--- config.mk ---
export PLATFORM = sky130hd
export DESIGN_NAME = mem_arbiter
export DESIGN_NICKNAME = d
export VERILOG_FILES = /design/src/rtl/mem_arbiter_pkg.sv /design/src/rtl/mem_arb_wdt.sv /design/src/rtl/mem_arbiter.sv
export SDC_FILE = /design/constraint.sdc
export NUM_CORES = 1
export LEC_CHECK = 0
export BUFFER_PORTS_ARGS = -buffer_cell sky130_fd_sc_hd__buf_2
export CORE_UTILIZATION = 49
export DETAILED_ROUTE_END_ITERATION = 10
export GPL_ROUTABILITY_DRIVEN = 0
export PLACE_DENSITY = 0.95
export RECOVER_POWER = 100
export SLEW_MARGIN = 20
export SYNTH_ARGS = -nofsm -noshare
export SYNTH_HDL_FRONTEND = slang
export SYNTH_HIERARCHICAL = 1
export SYNTH_SLANG_ARGS = --single-unit
--- constraint.sdc ---
create_clock -name clk -period 6.2 [get_ports clk]
set_clock_uncertainty 0.15 [all_clocks]
set_input_delay 1.86 -clock clk [delete_from_list [all_inputs] [get_ports clk]]
set_output_delay 1.86 -clock clk [all_outputs]
set_load 0.005 [all_outputs]
--- src/rtl/mem_arbiter_pkg.sv ---
// rtl/mem_arbiter_pkg.sv - shared state encodings and defaults for the memory arbiter
package mem_arbiter_pkg;

    typedef enum logic [2:0] {
        ARB_IDLE  = 3'd0,
        ARB_I_REQ = 3'd1,
        ARB_D_REQ = 3'd2,
        ARB_I_RSP = 3'd3,
        ARB_D_RSP = 3'd4
    } arb_state_t;

    localparam int ARB_TIMEOUT_DEF = 255;

    // A disabled watchdog (timeout 0) still keeps a one-bit counter so the ports stay used.
    function automatic int wdt_width(input int timeout);
        return (timeout < 1) ? 1 : $clog2(timeout + 1);
    endfunction

endpackage

--- src/rtl/mem_arb_wdt.sv ---
// rtl/mem_arb_wdt.sv - per-access wait-cycle watchdog for the memory arbiter
module mem_arb_wdt
    import mem_arbiter_pkg::*;
#(
    parameter int TIMEOUT = ARB_TIMEOUT_DEF
) (
    input  logic clk,
    input  logic rst,
    input  logic clear,
    input  logic run,
    output logic expire
);

    localparam int CW = wdt_width(TIMEOUT);
    localparam logic [CW-1:0] LIMIT = CW'(TIMEOUT);

    logic [CW-1:0] count;

    // Saturates at the limit so a stuck run never wraps back below it.
    always_ff @(posedge clk or posedge rst) begin
        if (rst) begin
            count <= '0;
        end else if (clear) begin
            count <= '0;
        end else if (run && (count != LIMIT)) begin
            count <= count + 1'b1;
        end
    end

    assign expire = (TIMEOUT != 0) && (count == LIMIT);

endmodule

--- src/rtl/mem_arbiter.sv ---
// rtl/mem_arbiter.sv - serialises fetch and data ports onto one variable-latency memory
module mem_arbiter
    import mem_arbiter_pkg::*;
#(
    parameter int DATA_W  = 32,
    parameter int ADDR_W  = 32,
    parameter int TIMEOUT = ARB_TIMEOUT_DEF
) (
    input  logic              clk,
    input  logic              rst,
    input  logic              inst_ren,
    input  logic [ADDR_W-1:0] inst_addr,
    output logic [DATA_W-1:0] inst_data,
    output logic              inst_ack,
    input  logic              mem_ren,
    input  logic              mem_wen,
    input  logic [ADDR_W-1:0] mem_addr,
    input  logic [DATA_W-1:0] mem_dout,
    output logic [DATA_W-1:0] mem_din,
    output logic              data_ack,
    output logic              stall,
    output logic              ram_req,
    output logic              ram_we,
    output logic [ADDR_W-1:0] ram_addr,
    output logic [DATA_W-1:0] ram_wdata,
    input  logic [DATA_W-1:0] ram_rdata,
    input  logic              ram_ready,
    output logic              bus_err
);

    arb_state_t state, state_nxt;

    logic              d_pend;
    logic              i_pend;
    logic              in_req;
    logic              expire;
    logic              load_d;
    logic              load_i;
    logic              cap_rdata;
    logic              cap_err;
    logic [ADDR_W-1:0] lat_addr;
    logic [DATA_W-1:0] lat_wdata;
    logic              lat_we;
    logic [DATA_W-1:0] rsp_data;
    logic              err_q;

    assign d_pend = mem_ren | mem_wen;
    assign i_pend = inst_ren;
    assign in_req = (state == ARB_D_REQ) || (state == ARB_I_REQ);

    mem_arb_wdt #(
        .TIMEOUT (TIMEOUT)
    ) u_wdt (
        .clk    (clk),
        .rst    (rst),
        .clear  (~in_req),
        .run    (in_req & ~ram_ready),
        .expire (expire)
    );

    always_ff @(posedge clk or posedge rst) begin
        if (rst) begin
            state <= ARB_IDLE;
        end else begin
            state <= state_nxt;
        end
    end

    // The port just acknowledged still holds its request during RSP, so only the other port is considered.
    always_comb begin
        state_nxt = state;
        load_d    = 1'b0;
        load_i    = 1'b0;
        cap_rdata = 1'b0;
        cap_err   = 1'b0;
        case (state)
            ARB_IDLE: begin
                if (d_pend) begin
                    load_d    = 1'b1;
                    state_nxt = ARB_D_REQ;
                end else if (i_pend) begin
                    load_i    = 1'b1;
                    state_nxt = ARB_I_REQ;
                end
            end
            ARB_D_REQ, ARB_I_REQ: begin
                if (ram_ready) begin
                    cap_rdata = 1'b1;
                end else if (expire) begin
                    cap_err = 1'b1;
                end
                if (ram_ready || expire) begin
                    state_nxt = (state == ARB_D_REQ) ? ARB_D_RSP : ARB_I_RSP;
                end
            end
            ARB_D_RSP: begin
                if (i_pend) begin
                    load_i    = 1'b1;
                    state_nxt = ARB_I_REQ;
                end else begin
                    state_nxt = ARB_IDLE;
                end
            end
            ARB_I_RSP: begin
                if (d_pend) begin
                    load_d    = 1'b1;
                    state_nxt = ARB_D_REQ;
                end else begin
                    state_nxt = ARB_IDLE;
                end
            end
            default: state_nxt = ARB_IDLE;
        endcase
    end

    // A simultaneous read and write is treated as a write.
    always_ff @(posedge clk or posedge rst) begin
        if (rst) begin
            lat_addr  <= '0;
            lat_wdata <= '0;
            lat_we    <= 1'b0;
        end else if (load_d) begin
            lat_addr  <= mem_addr;
            lat_wdata <= mem_dout;
            lat_we    <= mem_wen;
        end else if (load_i) begin
            lat_addr  <= inst_addr;
            lat_we    <= 1'b0;
        end
    end

    always_ff @(posedge clk or posedge rst) begin
        if (rst) begin
            rsp_data <= '0;
            err_q    <= 1'b0;
        end else begin
            err_q <= cap_err;
            if (cap_rdata) begin
                rsp_data <= ram_rdata;
            end else if (cap_err) begin
                rsp_data <= '0;
            end
        end
    end

    assign ram_req   = in_req;
    assign ram_we    = in_req & lat_we;
    assign ram_addr  = lat_addr;
    assign ram_wdata = lat_wdata;

    assign inst_ack  = (state == ARB_I_RSP);
    assign data_ack  = (state == ARB_D_RSP);
    assign inst_data = rsp_data;
    assign mem_din   = rsp_data;
    assign bus_err   = err_q;

    assign stall = (i_pend & ~inst_ack) | (d_pend & ~data_ack);

endmodule

# After elaboration in Yosys (flattened, before gate mapping)
# Index checks and enable logic that the tools add are counted.
dict set report op_classes {
  n_addsub 1
  n_eq_ne 9
  n_mux 25
  bitwise 9
  reduce_logical 9
}
# operator n
set op_table {}
lappend op_table {{32-bit two-way mux} 4}
lappend op_table {{8-bit two-way mux} 2}
lappend op_table {{1-bit two-way mux} 12}
lappend op_table {{3-bit two-way mux} 4}
lappend op_table {{3-bit case mux with 4 select lines} 1}
lappend op_table {{8-bit by 1-bit adder with 8-bit output (second input constant)} 1}
lappend op_table {{8-bit == test (second input constant)} 1}
lappend op_table {{8-bit != test (second input constant)} 1}
lappend op_table {{3-bit by 2-bit == test with 1-bit output (second input constant)} 2}
lappend op_table {{1-bit bitwise AND} 4}
lappend op_table {{2-bit nonzero test} 2}
lappend op_table {{2-bit OR reduction} 2}
lappend op_table {{3-bit by 1-bit == test with 1-bit output (second input constant)} 1}
lappend op_table {{3-bit == test (second input constant)} 1}
lappend op_table {{3-bit zero test} 1}
lappend op_table {{3-bit != test (second input constant)} 1}
lappend op_table {{1-bit inverter} 3}
lappend op_table {{1-bit logical OR} 2}
lappend op_table {{2-bit two-way mux} 1}
lappend op_table {{2-bit by 1-bit != test with 1-bit output (second input constant)} 1}
lappend op_table {{2-bit != test (second input constant)} 1}
lappend op_table {{1-bit OR} 2}
lappend op_table {{1-bit case mux with 2 select lines} 1}
lappend op_table {{2-bit AND reduction} 1}
lappend op_table {{1-bit logical AND} 1}
dict set report word_totals {
  ff_bits 109
  output_inout_bits 134
  word_cells 60
}

# Longest topological paths before layout
# Gate-level depths: netlist (run 1).
dict set report depth {
  depth_word 6
  mapped_depth 8
  depth_no_buf 7
}

# Modules after synthesis
# Netlist (run 1), hierarchy kept.
# module instances cells_each area_per_inst_um2 seq_area_each_um2
set by_module_without_submodules {}
lappend by_module_without_submodules {mem_arbiter 1 394 4598.2 2527.4}
lappend by_module_without_submodules {mem_arb_wdt 1 48 491.7 200.2}

# Least setup slack after synthesis (run 1)
# Ideal clock, no wire load.
dict set report synth_path {
  path_kind {input port to output port}
  from {input port mem_ren}
  to {output port stall}
  t_arrival_ns 2.057
  required_time_ns 4.190
  slack_ns 2.133
  path_stages 2
  path_buffers 0
  cell_sequence {nor2_1 > o22ai_1}
}
dict set report synth_via {
  elab_chain_cells 3
}
# item line_no
set synth_lines {}
lappend synth_lines {{start, declared} mem_arbiter.sv:15} ;# input logic mem_ren,
lappend synth_lines {{1-bit OR} mem_arbiter.sv:47} ;# assign d_pend = mem_ren | mem_wen;
lappend synth_lines {{1-bit bitwise AND} mem_arbiter.sv:157} ;# assign stall = (i_pend & ~inst_ack) | (d_pend & ~data_ack);
lappend synth_lines {{1-bit OR} mem_arbiter.sv:157}
lappend synth_lines {{end, declared} mem_arbiter.sv:21} ;# output logic stall,
# Every way passes these cells.

# Worst setup path after layout (run 1)
dict set report layout_path {
  from {register state[1]}
  to {output port ram_we}
}
dict set report layout_via {
  elab_chain_cells 3
  elab_cells_between_ends 4
  classes_between {2 x eq/ne; 1 x bitwise; 1 x reduce/logical}
}
# item line_no
set layout_lines {}
lappend layout_lines {{start, declared} mem_arbiter.sv:31} ;# arb_state_t state, state_nxt;
lappend layout_lines {{start signal, assigned} mem_arbiter.sv:65} ;# state <= state_nxt;
lappend layout_lines {{3-bit by 2-bit == test with 1-bit output or 3-bit by 1-bit == test with 1-bit output (tied branches)} mem_arbiter.sv:49} ;# assign in_req = (state == ARB_D_REQ) || (state == ARB_I_REQ);
lappend layout_lines {{1-bit logical OR (*)} mem_arbiter.sv:49}
lappend layout_lines {{1-bit bitwise AND (*)} mem_arbiter.sv:147} ;# assign ram_we = in_req & lat_we;
lappend layout_lines {{end, declared} mem_arbiter.sv:23} ;# output logic ram_we,
# Every way passes the cells marked *; elsewhere a longest branch is shown, timed or not.

==> results of run 1 <==
[power by group through the flow]
stage | registers, µW | logic (µW) | clock network, µW
2_1_floorplan | 1260 | 1030 | 0
3_3_place_gp | 1250 | 1480 | 0
3_5_place_dp | 1270 | 1560 | 0
4_1_cts | 1260 | 1560 | 487
5_1_grt | 1310 | 1630 | 509
6_report | 1270 | 1500 | 475
[worst max path at each step]
stage	startpoint	endpoint	slack (ns)	cells after the start
after floorplan	rst	bus_err	1.54	1
after global placement	mem_ren	stall	1.87	4
after detailed placement	mem_ren	stall	1.85	4
after CTS	mem_wen	stall	1.86	4
after global routing	state[1]	ram_we	1.31	4
final	state[1]	ram_we	1.51	4
[cell type report]
cell class,instances,area (µm²),share of cell area
sequential,109,2730,0.432
clock inverter,6,95.1,0.0151
inverter,5,20.0,0.00317
tap,133,166,0.0264
clock buffer,10,128,0.0202
timing repair buffer,271,1270,0.201
multi-input combinational,258,1900,0.302
[state kept, by name, summed over array words and instances (netlist names)]
register and flops:
ram_wdata 32, ram_addr 32, bus_err 1, u_wdt/count 8
inst_data 32, state 3, lat_we 1
[cell usage in the layout (no fill, tap or decap), types with 3 or more instances in the layout]
master    count
dfrtp_1     109
nor2_1        6
o21ai_0      33
a21oi_1       5
inv_1         4
nand2_1       3
clkbuf_1     74
clkinv_4      3
nand3_1       4
mux2_2       22
and3_1        5
nor3_1       36
buf_2       196
clkbuf_8      9
a22o_1       32
a31oi_1      34
nor3b_1       3
nor2b_1       3
mux2_1       10
or3b_1       32
[per-stage QoR]
stage	power (µW)	utilization	hold slack [ns]
2_1_floorplan	2290	-	0.298
3_3_place_gp	2740	0.624	0.322
3_5_place_dp	2830	0.624	0.330
4_1_cts	3310	0.647	0.358
5_1_grt	3450	0.637	0.378
6_report	3250	0.637	0.356
[metal layers]
| metal | share of wire | global-route usage | vias up |
|---|---|---|---|
| met2 | 0.52 | 0.440 | 248 |
| li1 | - | - | 2024 |
| met5 | 0 | 0 | - |
| met4 | 0.049 | 0.166 | 0 |
| met1 | 0.38 | 0.301 | 2224 |
| met3 | 0.055 | 0.0407 | 61 |
[kinds of logic (layout without fill, tap and decap cells)]
family                   count (synthesis)  in the layout  synth area share
adder cells (fa/ha/maj)                  1              1           0.00246
buffers and inverters                   75            292            0.0910
AO/OA/AOI/OAI                          116            116             0.154
multiplexers                            35             35            0.0787
AND/OR/NAND/NOR                        104            104             0.133
XOR/XNOR                                 2              2           0.00492
flip-flops                             109            109             0.536
==> impl_metrics.tcl, run 1 <==
set metrics [dict create \
    hold_violations 0 \
    r2r_cells 4 \
    maxCapViolCount 4 \
    root_buffer "clkbuf_8" \
    cts_buffer_depth 2 \
    slew_violations 210 \
    failed_checks "capacitance limit, slew limit" \
    synth_top_area_frac 0.536 \
    synth_edf_count 0 \
    relSlewSlack -0.927 \
    drt_iter0_markers 405 \
    vias_per_cell 5.75 \
    core_area_mm2 0.00991 \
    pwr_density_cell_mw_per_mm2 515 \
    critical-path-max-stage-delay_ns 1.14 \
    io_buffers 267 \
    syn_to_final_growth_pct 24.0 \
    synthTopCellsByCount "dfrtp_1 (109), nor3_1 (36), a31oi_1 (34)" \
    nFillCells 806 \
    grt_max_degree 67 \
    worstHoldEndpoint "ram_wdata[4]" \
    synth_cell_types 46 \
    ant_nets 0 \
    required_ns 4.19 \
    crit_type "flop to output pin" \
    synth.avg_cell_area_um2 11.5 \
    p_leak_uw 0.00294 \
    rows 36 \
    irDropWorstVdd_mv 0.220 \
    r2r_slack_ns 2.19 \
    crit_fanout 35 \
    clkTransAtPathRegs_ns 0.10 \
    p_sw_frac 0.396 \
    period_share 0.756 \
    critical-path-slowest-cell "clkbuf_1" \
    max_clock_freq_mhz 213 \
    critPathLaunchType "flop" \
    whs_path_depth 1 \
    synth_largest_area_cell "dfrtp_1" \
    grt.overflow.total 0 \
    place_hpwl_um 10200 \
    dieArea_mm2 0.0108 \
    p_clk_frac 0.146 \
    crit_arrival_ns 2.68 \
    fin_ws_ns 1.51 \
    cp-end-kind "output pin" \
    ioPinCount 268 \
    die_y_um 104 \
    dpl_worst_slack_ns 1.85 \
    grt_pass1_vias 4474 \
    cts_setup_buffers 0 \
    crit_family "buffers and inverters" \
    h-tree-depth 3 \
    first_pass_iters 4 \
    initial_core_util 0.514 \
    p_switching_uw 1290 \
    synth-seq-area-share 0.536 \
    grt_pass1_wl_um 22200 \
    regToRegStartpoint "state[1]" \
    intPower_uw 1960 \
    routedWlPerCell_um 17.5 \
    syn-instance-count 442 \
    min_path_type "flop to flop" \
    min_period_ns 4.69 \
    clk_latency_ns 0.36 \
    post_dp_cell_area_mm2 0.00619 \
    track_usage 0.257 \
    drc 0 \
    drive_above_1_share 0.372 \
    finalNonFillerCells 792 \
    final_area_mm2 0.00631 \
    cts_buffers 9 \
    holdBufCountCts 0 \
    rsz0062_at_grt "false" \
    crit_chain "xor2_2 > clkbuf_1 > and3_1 > buf_2" \
    nNetsFinal 789 \
    antenna_found_initial 0 \
    holdCritStartpoint "ram_wdata[4]" \
    dp.cells 776 \
    ys_ff_latch 109 \
    n_antenna_cell 0 \
    netlist_area_mm2 0.00509 \
    p_seq_frac 0.392 \
    status "finished, violations left" \
    ys_top_cells_by_area "dfrtp_1 (54%), a22o_1 (5.5%), or3b_1 (5.5%), mux2_2 (4.9%), buf_4 (4.7%)" \
    routed-via-count 4557 \
    fp.dieW_um 104 \
    tightest_slew_ns 2.88 \
    yosysMostFrequentCell "dfrtp_1" \
    totalNegativeSetupSlack_ns 0 \
    cts_tree "built" \
    synthesis.nets 577 \
    r2r-end "inst_data[0]" \
    yosys_warnings 6 \
    worst-path-buf-inv 2 \
    synthFlopType "dfrtp_1" \
    cts_resized 0 \
    totalWireLength_um 13900 \
    comb_power_share 0.461 \
    postSynth.asyncResetShare 1.00 \
    setup_violations 0 \
    cts_sinks 109 \
]
(Power assumes the default switching activity.)
==> inputs of run 2 (changes only) <==
--- a/config.mk
+++ b/config.mk
@@ -6,10 +6,10 @@
 export NUM_CORES = 1
 export LEC_CHECK = 0
 export BUFFER_PORTS_ARGS = -buffer_cell sky130_fd_sc_hd__buf_2
-export CORE_UTILIZATION = 49
+export CORE_UTILIZATION = 45
 export DETAILED_ROUTE_END_ITERATION = 10
 export GPL_ROUTABILITY_DRIVEN = 0
-export PLACE_DENSITY = 0.95
+export PLACE_DENSITY = 0.91
 export RECOVER_POWER = 100
 export SLEW_MARGIN = 20
 export SYNTH_ARGS = -nofsm -noshare
==> constraint.sdc (replaced) <==
create_clock -name clk -period 4.4 [get_ports clk]
set_clock_uncertainty 0.15 [all_clocks]
set_input_delay 1.32 -clock clk [delete_from_list [all_inputs] [get_ports clk]]
set_output_delay 1.32 -clock clk [all_outputs]
set_load 0.005 [all_outputs]
==> run 2 against run 1 <==
  * The flow still finishes with violations (capacitance limit, slew limit)
  * First-iteration DRC count decreased by 35%
  * Setup slack worse by 0.64 ns
  * Sequential power rose by 41%
  * Die area is 8.7% higher
  * Sequential share of layout area down 0.38 points
  * Final area rose by 0.89%
  * Count of clock-buffer cells in the layout unchanged
  * Global-route usage down 4.1 points
  * Largest cell class unchanged
  * Register-to-register slack worse by 0.92 ns
==> impl_metrics.tcl, run 2 (synthesis results as in run 1) <==
set metrics [dict create \
    whs_path_depth 1 \
    seq_area_mm2 0.00273 \
    relSlewSlack -0.361 \
    ant_nets 0 \
    critical-path-max-stage-delay_ns 0.88 \
    layout_common_cells "buf_2 (177), dfrtp_1 (109), clkbuf_1 (93)" \
    routedWlPerCell_um 16.2 \
    min_path_type "flop to flop" \
    finalPower_uw 4610 \
    dieArea_mm2 0.0117 \
    crit_arrival_ns 3.54 \
    first_pass_iters 5 \
    cts_resized 0 \
    totalNegativeSetupSlack_ns 0 \
    drc 0 \
    crit_type "primary input to flop" \
    crit_family "buffers and inverters" \
    cts_sinks 109 \
    min_period_ns 3.53 \
    nFillCells 980 \
    regToRegStartpoint "state[1]" \
    vias_per_cell 5.36 \
    crit_chain "clkbuf_1 > o21ba_1 > nand2_1 > clkbuf_1 > a31oi_1" \
    routed-via-count 4308 \
    grt_pass1_wl_um 20000 \
    worstHoldEndpoint "ram_wdata[24]" \
    totalWireLength_um 13000 \
    slew_violations 96 \
    setup_violations 0 \
    period_share 0.802 \
    die_y_um 108 \
    required_ns 4.41 \
    r2r_cells 4 \
    ioPinCount 268 \
    holdCritStartpoint "ram_wdata[24]" \
    cts_buffer_depth 2 \
    core_area_mm2 0.0109 \
    place_hpwl_um 9240 \
    multi_input_area_mm2 0.00190 \
    critical-path-slowest-cell "clkbuf_1" \
    clkTransAtPathRegs_ns 0.08 \
    syn_to_final_growth_pct 25.1 \
    max_clock_freq_mhz 283 \
    layout.cells.most_common "buf_2" \
    rsz0062_at_grt "false" \
    rows 38 \
    post-route-util 0.582 \
    r2r-end "inst_data[12]" \
    irDropWorstVdd_mv 0.439 \
    clk_latency_ns 0.33 \
    grt_pass1_vias 4137 \
    failed_checks "capacitance limit, slew limit" \
    n_antenna_cell 0 \
    cp-end-kind "flop" \
    cts_tree "built" \
    tightest_slew_ns 2.04 \
    holdBufCountCts 0 \
    grt_max_degree 96 \
    pwr_density_cell_mw_per_mm2 724 \
    drt_iter0_markers 264 \
    track_usage 0.216 \
    maxCapViolCount 1 \
    nNetsFinal 793 \
    fin_ws_ns 0.871 \
    drive_above_1_share 0.344 \
    fp.dieW_um 108 \
    worst-path-buf-inv 2 \
    root_buffer "clkbuf_16" \
    cpMostUsedCell "clkbuf_1" \
    hold_violations 0 \
    h-tree-depth 3 \
    status "finished, violations left" \
    initial_core_util 0.465 \
    r2r_slack_ns 1.27 \
    crit_fanout 25 \
    io_buffers 267 \
    p_leak_uw 0.00291 \
    cts_setup_buffers 0 \
    antenna_found_initial 0 \
    grt.overflow.total 0 \
    dpl_worst_slack_ns 1.04 \
    cts_buffers 9 \
    critPathLaunchType "primary input" \
]
[run 2: worst max path at each step]
stage	from	end	slack [ns]	cells past startpoint
CTS	mem_ren	stall	1.04	4
finish	mem_ren	ram_addr[17]	0.87	5
global route	mem_ren	ram_addr[11]	0.70	5
floorplan	rst	bus_err	0.28	1
detailed placement	mem_ren	stall	1.04	4
global placement	mem_wen	stall	1.06	4
[run 2: power breakdown]
group / switching (µW) / internal (µW)
Combinational: 1110 / 931
Sequential: 308 / 1480
Clock: 368 / 404
[run 2: metrics by stage]
| step | hold slack (ns) | area (µm²) | cells |
|---|---|---|---|
| after floorplan | 0.298 | 5090 | 442 |
| after global placement | 0.318 | 6230 | 787 |
| after detailed placement | 0.327 | 6230 | 787 |
| after CTS | 0.344 | 6510 | 803 |
| after global routing | 0.364 | 6370 | 803 |
| final | 0.350 | 6370 | 803 |
[run 2: cell type report]
| cell class | count | area share |
|---|---|---|
| clock buffer | 10 | 0.0375 |
| clock inverter | 6 | 0.00688 |
| inverter | 5 | 0.00354 |
| multi-input combinational | 258 | 0.298 |
| sequential | 109 | 0.428 |
| tap | 140 | 0.0275 |
| timing repair buffer | 275 | 0.198 |
[run 2: layer usage]
metal	part of all wire	GRT usage
met2	0.50	0.361
met1	0.43	0.280
met5	0	0
met4	0.012	0.0618
met3	0.064	0.0530
==> inputs of run 3 (changes only) <==
--- a/config.mk
+++ b/config.mk
@@ -5,11 +5,12 @@
 export SDC_FILE = /design/constraint.sdc
 export NUM_CORES = 1
 export LEC_CHECK = 0
+export ABC_AREA = 1
 export BUFFER_PORTS_ARGS = -buffer_cell sky130_fd_sc_hd__buf_2
-export CORE_UTILIZATION = 45
+export CORE_UTILIZATION = 41
 export DETAILED_ROUTE_END_ITERATION = 10
 export GPL_ROUTABILITY_DRIVEN = 0
-export PLACE_DENSITY = 0.91
+export PLACE_DENSITY = 0.87
 export RECOVER_POWER = 100
 export SLEW_MARGIN = 20
 export SYNTH_ARGS = -nofsm -noshare
==> constraint.sdc (replaced) <==
create_clock -name clk -period 2.98 [get_ports clk]
set_clock_uncertainty 0.15 [all_clocks]
set_input_delay 0.894 -clock clk [delete_from_list [all_inputs] [get_ports clk]]
set_output_delay 0.894 -clock clk [all_outputs]
set_load 0.005 [all_outputs]
==> run 3 against run 2 <==
  * The flow now finishes without violations
  * Setup slack got worse by 0.57 ns
  * Core utilization is 5.6 points lower
  * Count of clock-buffer cells in the layout is the same
  * Routed wire length grew 5.2%
  * Area after synthesis grew 3.4%
  * Combinational power grew 43%
  * Final area grew 3.9%
  * Critical endpoint is now ram_we
  * Highest routed layer unchanged
==> impl_metrics.tcl, run 3 <==
set metrics [dict create \
    status "completed" \
    drc 0 \
    track_usage 0.200 \
    ys_top_cells_by_area "dfrtp_1 (52%), nand2_1 (16%), nand3_1 (11%), nand3_2 (5.3%), buf_4 (5.3%)" \
    p_switching_uw 2810 \
    n_antenna_cell 0 \
    grt_pass1_wl_um 21000 \
    antenna_found_initial 0 \
    pwr_density_cell_mw_per_mm2 1020 \
    fp.dieW_um 115 \
    finalNonFillerCells 1007 \
    routed-via-count 4913 \
    cts_buffer_depth 2 \
    die_y_um 115 \
    seq_area_mm2 0.00273 \
    netlist_area_mm2 0.00526 \
    grt_pass1_vias 4365 \
    p_seq_frac 0.386 \
    r2r-end "inst_data[1]" \
    slew_violations 0 \
    cts_setup_buffers 0 \
    ant_nets 0 \
    clkTransAtPathRegs_ns 0.07 \
    routedWlPerCell_um 13.6 \
    rsz0062_at_grt "false" \
    synth_edf_count 0 \
    min_period_ns 2.68 \
    totalWireLength_um 13700 \
    critPathLaunchType "flop" \
    crit_arrival_ns 1.63 \
    root_buffer "clkbuf_16" \
    p_clk_frac 0.184 \
    synthesis.nets 742 \
    grt.overflow.total 0 \
    relSlewSlack 0.0560 \
    yosys_warnings 6 \
    synth_largest_area_cell "dfrtp_1" \
    intPower_uw 3950 \
    yosysMostFrequentCell "nand2_1" \
    maxCapViolCount 0 \
    crit_type "flop to output pin" \
    dpl_worst_slack_ns 0.303 \
    required_ns 1.94 \
    dp.cells 991 \
    cp-end-kind "output pin" \
    h-tree-depth 3 \
    vias_per_cell 4.88 \
    crit_start "state[2]" \
    core_area_mm2 0.0126 \
    max_clock_freq_mhz 374 \
    drt_iter0_markers 306 \
    layout_common_cells "nand2_1 (223), buf_2 (187), nand3_1 (120)" \
    synth.avg_cell_area_um2 8.67 \
    clk_latency_ns 0.34 \
    first_pass_iters 4 \
    p_leak_uw 0.00362 \
    synthTopCellsByCount "nand2_1 (220), nand3_1 (117), dfrtp_1 (109)" \
    tightest_slew_ns 1.42 \
    postSynth.asyncResetShare 1.00 \
    layout.cells.most_common "nand2_1" \
    totalNegativeSetupSlack_ns 0 \
    r2r_slack_ns 0.37 \
    nNetsFinal 965 \
    synth-seq-area-share 0.518 \
    cts_resized 0 \
    multi_input_area_mm2 0.00195 \
    min_path_type "flop to flop" \
    grt_max_degree 59 \
    ys_ff_latch 109 \
    cts_buffers 9 \
    r2r_cells 8 \
    syn-instance-count 607 \
    rows 41 \
    initial_core_util 0.419 \
    crit_fanout 12 \
    dieArea_mm2 0.0133 \
    cts_tree "built" \
    fin_ws_ns 0.304 \
    regToRegStartpoint "state[2]" \
    synthFlopType "dfrtp_1" \
    syn_to_final_growth_pct 25.7 \
    hold_violations 0 \
    comb_power_share 0.430 \
    nFillCells 1231 \
    synth_top_area_frac 0.518 \
    place_hpwl_um 9910 \
    holdBufCountCts 0 \
    p_sw_frac 0.415 \
    cts_sinks 109 \
    irDropWorstVdd_mv 0.513 \
    period_share 0.898 \
    io_buffers 267 \
    setup_violations 0 \
    synth_cell_types 30 \
    post-route-util 0.527 \
    drive_above_1_share 0.304 \
    endpoint "ram_we" \
    ioPinCount 268 \
]
-- run 3: cell types whose count changed after synthesis, sizes merged, moves of 10 or more --
cell	previous run	this run
nor2	6	16
o21ai	34	6
clkbuf	20	10
nand2	3	228
mux2	34	0
a31oi	34	0
nand3	4	146
nor3	36	0
or3b	34	0
a22o	32	0
inv	5	21
-- run 3: power by group through the flow --
stage	sequential, µW	clock [µW]	combinational (µW)
after floorplan	2630	0	2100
after global placement	2590	0	3020
after detailed placement	2600	0	3130
after CTS	2590	1280	3130
after global routing	2700	1340	3320
final	2610	1240	2910
-- run 3: kinds of logic after synthesis --
family,count (synthesis),synth area share
fa+ha+maj,1,0.00238
buf+inv,87,0.103
compound gates,14,0.0185
simple gates,395,0.356
xor+xnor,1,0.00166
flops,109,0.518
-- run 3: critical path: stages (launching register included) --
cell and delay, ns:
dfrtp_1 0.40, inv_2 0.18, nand3_1 0.16, nand2_1 0.15
inv_1 0.14, nor2_1 0.12, clkbuf_1 0.14
-- run 3: stage by stage --
step | instance area, µm² | total power [µW] | hold slack [ns]
3_3_place_gp | 6470 | 5610 | 0.308
4_1_cts | 6780 | 7000 | 0.331
6_report | 6620 | 6760 | 0.329
3_5_place_dp | 6470 | 5730 | 0.311
2_1_floorplan | 5270 | 4730 | 0.311
5_1_grt | 6620 | 7350 | 0.346
-- run 3: worst min-delay path by stage --
stage / from / end / slack, ns / depth (start not counted)
finish: ram_wdata[5] / ram_wdata[5] / 0.33 / 2
global route: ram_wdata[15] / ram_wdata[15] / 0.35 / 2
CTS: ram_wdata[6] / ram_wdata[6] / 0.33 / 2
detailed placement: ram_wdata[0] / ram_wdata[0] / 0.31 / 2
global placement: ram_wdata[6] / ram_wdata[6] / 0.31 / 2
floorplan: u_wdt/count[5] / u_wdt/count[5] / 0.31 / 2
-- run 3: layout make-up --
class | count | share of cell area
flip-flops and latches | 109 | 0.412
repair buffers | 277 | 0.199
inverters | 22 | 0.0138
clock buffers | 10 | 0.0361
multi-input cells | 411 | 0.295
well taps | 172 | 0.0325
clock inverters | 6 | 0.0115
-- run 3: layer usage --
metal,track usage,routed length (µm)
met1,0.243,5750
met4,0.0753,264
met5,0,0
met3,0.0432,829
met2,0.349,6880
